==> config.mk <==
export PLATFORM = sky130hd
export DESIGN_NAME = id_ex_stage
export DESIGN_NICKNAME = d
export VERILOG_FILES = /design/src/rtl/id_ex_stage.sv
export SDC_FILE = /design/constraint.sdc
export NUM_CORES = 1
export LEC_CHECK = 0
export BUFFER_PORTS_ARGS = -buffer_cell sky130_fd_sc_hd__buf_2
export CAP_MARGIN = 15
export CORE_MARGIN = 2
export CORE_UTILIZATION = 42
export CTS_CLUSTER_SIZE = 8
export DETAILED_ROUTE_END_ITERATION = 10
export PLACE_DENSITY = 0.72
export SYNTH_ARGS = -nofsm -noshare
export SYNTH_HDL_FRONTEND = slang
export SYNTH_SLANG_ARGS = --single-unit
==> constraint.sdc <==
create_clock -name clk -period 5.4 [get_ports clk]
set_input_delay 1.08 -clock clk [delete_from_list [all_inputs] [get_ports clk]]
set_output_delay 1.08 -clock clk [all_outputs]
set_load 0.01 [all_outputs]
==> src/rtl/id_ex_stage.sv <==
// id_ex_stage: ID/EX pipeline register in front of the EX ALU.
//   Captures one decoded instruction and resolves its operands. Each operand
//   comes from the regfile value, the EX/MEM result or the MEM/WB result, with
//   EX/MEM taking priority and x0 never forwarded. data2 can be the immediate
//   instead. While EX stalls, the held register operands are refreshed from
//   late EX/MEM or MEM/WB writes, so the values are correct when EX consumes
//   them. flush kills both the held and the incoming entry. A saturating
//   counter records the stall cycles.
// Ports:
//   clk, rst          clock; asynchronous active-high reset
//   id_*              decode-side handshake and decoded fields
//   flush             redirect kill
//   exm_*, mwb_*      forwarding sources (EX/MEM, MEM/WB)
//   ex_ready/ex_valid EX-side handshake
//   alu_sel/alu_data1/alu_data2/ex_rd   registered entry presented to EX
//   stall_cnt         cycles with ex_valid & !ex_ready (saturating)

// One operand's forwarding mux. Priority is EX/MEM, then MEM/WB, then base.
module id_ex_fwd #(
  parameter int XLEN = 32
) (
  input  logic [4:0]      i_rs,
  input  logic [XLEN-1:0] i_base,
  input  logic            i_exm_wr_en,
  input  logic [4:0]      i_exm_rd,
  input  logic [XLEN-1:0] i_exm_result,
  input  logic            i_mwb_wr_en,
  input  logic [4:0]      i_mwb_rd,
  input  logic [XLEN-1:0] i_mwb_result,
  output logic [XLEN-1:0] o_val
);
  logic w_nz, w_exm_hit, w_mwb_hit;

  assign w_nz      = (i_rs != 5'd0);
  assign w_exm_hit = w_nz & i_exm_wr_en & (i_exm_rd == i_rs);
  assign w_mwb_hit = w_nz & i_mwb_wr_en & (i_mwb_rd == i_rs);
  assign o_val     = w_exm_hit ? i_exm_result :
                     w_mwb_hit ? i_mwb_result : i_base;
endmodule

module id_ex_stage #(
  parameter int XLEN = 32,
  parameter int SELW = 5,
  parameter int CNTW = 16
) (
  input  logic            clk,
  input  logic            rst,
  input  logic            id_valid,
  output logic            id_ready,
  input  logic [SELW-1:0] id_sel,
  input  logic [4:0]      id_rs1,
  input  logic [4:0]      id_rs2,
  input  logic [4:0]      id_rd,
  input  logic [XLEN-1:0] id_rs1_val,
  input  logic [XLEN-1:0] id_rs2_val,
  input  logic [XLEN-1:0] id_imm,
  input  logic            id_use_imm,
  input  logic            flush,
  input  logic            exm_wr_en,
  input  logic [4:0]      exm_rd,
  input  logic [XLEN-1:0] exm_result,
  input  logic            mwb_wr_en,
  input  logic [4:0]      mwb_rd,
  input  logic [XLEN-1:0] mwb_result,
  input  logic            ex_ready,
  output logic            ex_valid,
  output logic [SELW-1:0] alu_sel,
  output logic [XLEN-1:0] alu_data1,
  output logic [XLEN-1:0] alu_data2,
  output logic [4:0]      ex_rd,
  output logic [CNTW-1:0] stall_cnt
);
  localparam int NOPS = 2;

  typedef enum logic {EMPTY = 1'b0, FULL = 1'b1} state_t;

  state_t                      r_state, w_state_nxt;
  logic                        w_accept, w_hold;
  logic [SELW-1:0]             r_sel;
  logic [4:0]                  r_rd;
  logic                        r_use_imm;
  logic [NOPS-1:0][4:0]        r_rs;
  logic [NOPS-1:0][XLEN-1:0]   r_data;
  logic [CNTW-1:0]             r_stall_cnt;
  logic [NOPS-1:0][4:0]        w_id_rs, w_rs_sel;
  logic [NOPS-1:0][XLEN-1:0]   w_id_val, w_base, w_fwd;

  assign ex_valid  = (r_state == FULL);
  assign id_ready  = ~ex_valid | ex_ready;
  assign w_accept  = id_valid & id_ready & ~flush;
  assign w_hold    = ex_valid & ~ex_ready;

  assign alu_sel   = r_sel;
  assign alu_data1 = r_data[0];
  assign alu_data2 = r_data[1];
  assign ex_rd     = r_rd;
  assign stall_cnt = r_stall_cnt;

  always_ff @(posedge clk or posedge rst) begin
    if (rst) r_state <= EMPTY;
    else     r_state <= w_state_nxt;
  end

  always_comb begin
    w_state_nxt = r_state;
    if (flush)                               w_state_nxt = EMPTY;
    else if (w_accept)                       w_state_nxt = FULL;
    else if ((r_state == FULL) && ex_ready)  w_state_nxt = EMPTY;
  end

  assign w_id_rs  = {id_rs2, id_rs1};
  assign w_id_val = {id_rs2_val, id_rs1_val};

  // On accept, the mux resolves the incoming sources. Otherwise it re-examines
  // the stored sources and uses the held value as the fallback. A forwarding
  // miss then leaves the register unchanged, which is how the hold refresh works.
  for (genvar g = 0; g < NOPS; g++) begin : g_op
    assign w_rs_sel[g] = w_accept ? w_id_rs[g]  : r_rs[g];
    assign w_base[g]   = w_accept ? w_id_val[g] : r_data[g];

    id_ex_fwd #(.XLEN(XLEN)) u_fwd (
      .i_rs         (w_rs_sel[g]),
      .i_base       (w_base[g]),
      .i_exm_wr_en  (exm_wr_en),
      .i_exm_rd     (exm_rd),
      .i_exm_result (exm_result),
      .i_mwb_wr_en  (mwb_wr_en),
      .i_mwb_rd     (mwb_rd),
      .i_mwb_result (mwb_result),
      .o_val        (w_fwd[g])
    );
  end

  always_ff @(posedge clk or posedge rst) begin
    if (rst) begin
      r_sel     <= '0;
      r_rd      <= '0;
      r_use_imm <= 1'b0;
      r_rs      <= '0;
      r_data    <= '0;
    end else if (w_accept) begin
      r_sel     <= id_sel;
      r_rd      <= id_rd;
      r_use_imm <= id_use_imm;
      r_rs      <= w_id_rs;
      r_data[0] <= w_fwd[0];
      r_data[1] <= id_use_imm ? id_imm : w_fwd[1];
    end else if (w_hold) begin
      r_data[0] <= w_fwd[0];
      // An immediate operand has no source register, so it is never refreshed.
      if (!r_use_imm) r_data[1] <= w_fwd[1];
    end
  end

  always_ff @(posedge clk or posedge rst) begin
    if (rst)                                 r_stall_cnt <= '0;
    else if (w_hold && (r_stall_cnt != '1))  r_stall_cnt <= r_stall_cnt + 1'b1;
  end
endmodule

==> impl_metrics.tcl <==
set metrics [dict create \
    worst_setup_path_end_kind "flop" \
    slew_headroom_pct 38.9 \
    grt_setup_unrepaired "no" \
    crit_slowest_cell "nor2_8" \
    critical_path.top_delay_family "simple AND/OR/NAND/NOR gates" \
    final_cells 1174 \
    drv_slew 0 \
    cts_resized 0 \
    cts_tree "done" \
    core_um2 15300 \
    drv_cap 0 \
    finalNetCount 1154 \
    gp_congestion 0.888 \
    syn_inst 695 \
    grt_pass1_wl_um 35700 \
    synth_xor_area_share_pct 5.29 \
    via_count 6673 \
    die-height_um 130 \
    yosysUniqueCellTypes 57 \
    synth_fa_ha_area_share_pct 0.189 \
    htreeDepth 3 \
    root_buffer "clkbuf_16" \
    crit_top_cell "buf_4" \
    hold_buffers 0 \
    syn_to_final_growth_pct 28.1 \
    power_density_nw_per_um2 300 \
    critical_path_required_ns 5.65 \
    die_w_um 130 \
    grt_use_met1_pct 33.2 \
    cp.arrival_ns 4.21 \
    cp_max_fo 53 \
    drive_gt1_share_pct 42.5 \
    cts_inserted_buffers 9 \
    met2_usage_pct 47.5 \
    place_area_um2 8200 \
    fmax_mhz 253 \
    tightest_slew_ns 0.917 \
    ys_async_sr_fraction_pct 100 \
    ioPinCount 290 \
    drc 0 \
    syn-num-nets 894 \
    ys_seq_area_share_pct 38.6 \
    grt_overflow 0 \
    wl_um 23400 \
    fillCellCount 1457 \
    crit_chain "buf_2, nand2b_2, nor2_8, mux2_4, a221oi_4, buf_4, and2_1, o22ai_4, buf_4, o32ai_1" \
    skew_ns 0.00778 \
    startpoint_type "input pin" \
    placementRows 45 \
    ys.warnings.count 0 \
    hold_class "flop to flop" \
    run_status "completed" \
    synth_top_area_share_pct 38.6 \
    timing_worst_setup_path_type "input pin to flop" \
    start_util_pct 43.2 \
    cts_sinks 102 \
    post_cts_buffers 0 \
    p_leak_nw 4.33 \
    syn_area_um2 6620 \
    antenna_left 0 \
    grt_pass1_vias 6625 \
    synth_seq_cells 102 \
    wire_per_inst_um 19.9 \
    cpPeakStageDelay_ns 0.71 \
    tns_ns 0 \
    track_usage_pct 27.6 \
    min_period_over_period_pct 73.3 \
    final_hold_viol_count 0 \
    path_clk_slew_ns 0.07 \
    yosysTopAreaCell "dfrtp_1" \
    synth-edff-count 0 \
    period_minus_slack_ns 3.96 \
    final_area_um2 8480 \
    grtUsageMet3_pct 8.71 \
    peakVddDrop_v 0.000300 \
    timing.hold.ws_ns 0.473 \
    synth_compound_area_share_pct 26.6 \
    dp_hpwl_um 16500 \
    path_buf_inv 3 \
    clockBufferDepth 2 \
    worstSkewPairLatency_ns 0.35 \
    ys_top_cells_by_area "dfrtp_1 39%, nand2_1 9.9%, o32ai_2 7.1%" \
    dp_cells 1155 \
    yosys.area_share.simple_pct 17.2 \
    busiest_layer "met2" \
    fin_util_pct 55.3 \
    drtIter0Drc 483 \
    synth_mux_area_share_pct 6.82 \
    synth.avg_cell_area_um2 9.52 \
    die-area_um2 16800 \
    drt_pre_antenna_iters 5 \
    antenna_found_initial 3 \
    grt_max_degree 66 \
    setup_viol 0 \
    synth_top_family_by_area "compound AO/OA/AOI/OAI gates" \
    portBuffers 289 \
    viasPerCell 5.68 \
    yosys_most_used_dff "dfrtp_1" \
]
[where the power goes]
group          leakage (nW)  switching (mW)  internal, mW
clock                 0.126           0.298         0.326
sequential             1.30           0.125         0.913
combinational          2.91           0.454         0.428
[Yosys cell counts (3+ instances only)]
| master | n |
|---|---|
| a21boi_0 | 22 |
| inv_1 | 10 |
| nor2_1 | 51 |
| mux2i_1 | 4 |
| a211oi_1 | 22 |
| xnor2_1 | 21 |
| nand3_1 | 7 |
| a21oi_1 | 15 |
| buf_1 | 3 |
| a22o_1 | 32 |
| mux2_2 | 33 |
| o32ai_1 | 3 |
| nand4_1 | 6 |
| dfrtp_1 | 102 |
| clkbuf_1 | 27 |
| o32ai_2 | 29 |
| buf_2 | 8 |
| nand2_1 | 174 |
| a31o_2 | 10 |
| buf_6 | 10 |
| and3_1 | 3 |
| xor2_1 | 19 |
| and2_1 | 4 |
| a221o_1 | 32 |
| nor3_1 | 5 |
| buf_4 | 6 |
[cells in the final DEF, fill, tap and decap left out, drive strengths merged, types with 2 or more instances in the layout]
| master | count |
|---|---|
| clkbuf | 13 |
| and2 | 4 |
| o21ai | 3 |
| xor2 | 19 |
| and4 | 2 |
| o32ai | 32 |
| diode | 3 |
| mux2i | 5 |
| a211oi | 22 |
| buf | 303 |
| inv | 11 |
| nor2 | 52 |
| a21boi | 22 |
| mux2 | 35 |
| o22a | 2 |
| nand3 | 7 |
| dfrtp | 102 |
| a22o | 32 |
| clkinvlp | 2 |
| nor3 | 6 |
| nor4 | 3 |
| or4 | 2 |
| a31o | 10 |
| and3 | 3 |
| a221o | 32 |
| nand4 | 6 |
| xnor2 | 21 |
| a21oi | 15 |
| o22ai | 3 |
| nand2 | 174 |
[path summary, 6_finish.rpt]
check / start / endpoint / slack [ns] / cells after the start
min: alu_sel[3] / alu_sel[3] / 0.47 / 2
max in group asynchronous: rst / alu_data2[28] / 3.43 / 3
max: flush / alu_data1[31] / 1.44 / 10
min reg2reg: alu_sel[3] / alu_sel[3] / 0.47 / 2
max reg2reg: ex_valid / alu_data1[31] / 1.87 / 9
min in group asynchronous: rst / alu_sel[0] / 0.89 / 2
[metrics by stage]
step                total power [mW]  setup WS [ns]
floorplan                       1.57           1.64
global placement                1.92           1.09
detailed placement              1.93           1.04
CTS                             2.56           1.43
global route                    2.70           1.25
finish                          2.54           1.44
[per-layer routing]
metal	routed length [µm]	up-vias
met5	27	-
met4	446	4
met3	2200	39
met2	11500	338
met1	9220	3249
li1	-	3043
[tightest hold or removal path: stages (launching register included)]
cell     delay [ns]
dfrtp_1        0.34
nand2_1        0.05
nand2_1        0.05
[final cells by class]
cell class | count | area, µm² | share of cell area (%)
repair buffers | 303 | 1560 | 18.5
diodes | 3 | 7.51 | 0.0886
flip-flops and latches | 102 | 2550 | 30.1
inverters | 11 | 46.3 | 0.546
multi-input cells | 528 | 3770 | 44.5
well taps | 211 | 264 | 3.11
clock buffers | 13 | 250 | 2.95
clock inverters | 3 | 20.0 | 0.236
[flip-flops by register name, summed over array words and instances (netlist names)]
signal and count:
r_use_imm 1, r_rs 10, alu_data1 32, stall_cnt 16
ex_rd 5, alu_data2 32, alu_sel 5, ex_valid 1
[kinds of logic (layout without fill, tap and decap cells)]
group	count (synthesis)	in the layout
AND/OR/NAND/NOR	265	265
AO/OA/AOI/OAI	182	182
flip-flops	102	102
buffers and inverters	65	330
XOR/XNOR	40	40
multiplexers	40	40
adder cells (fa/ha/maj)	1	1
other	0	3
Note: power is estimated with default switching activity, not from simulation.
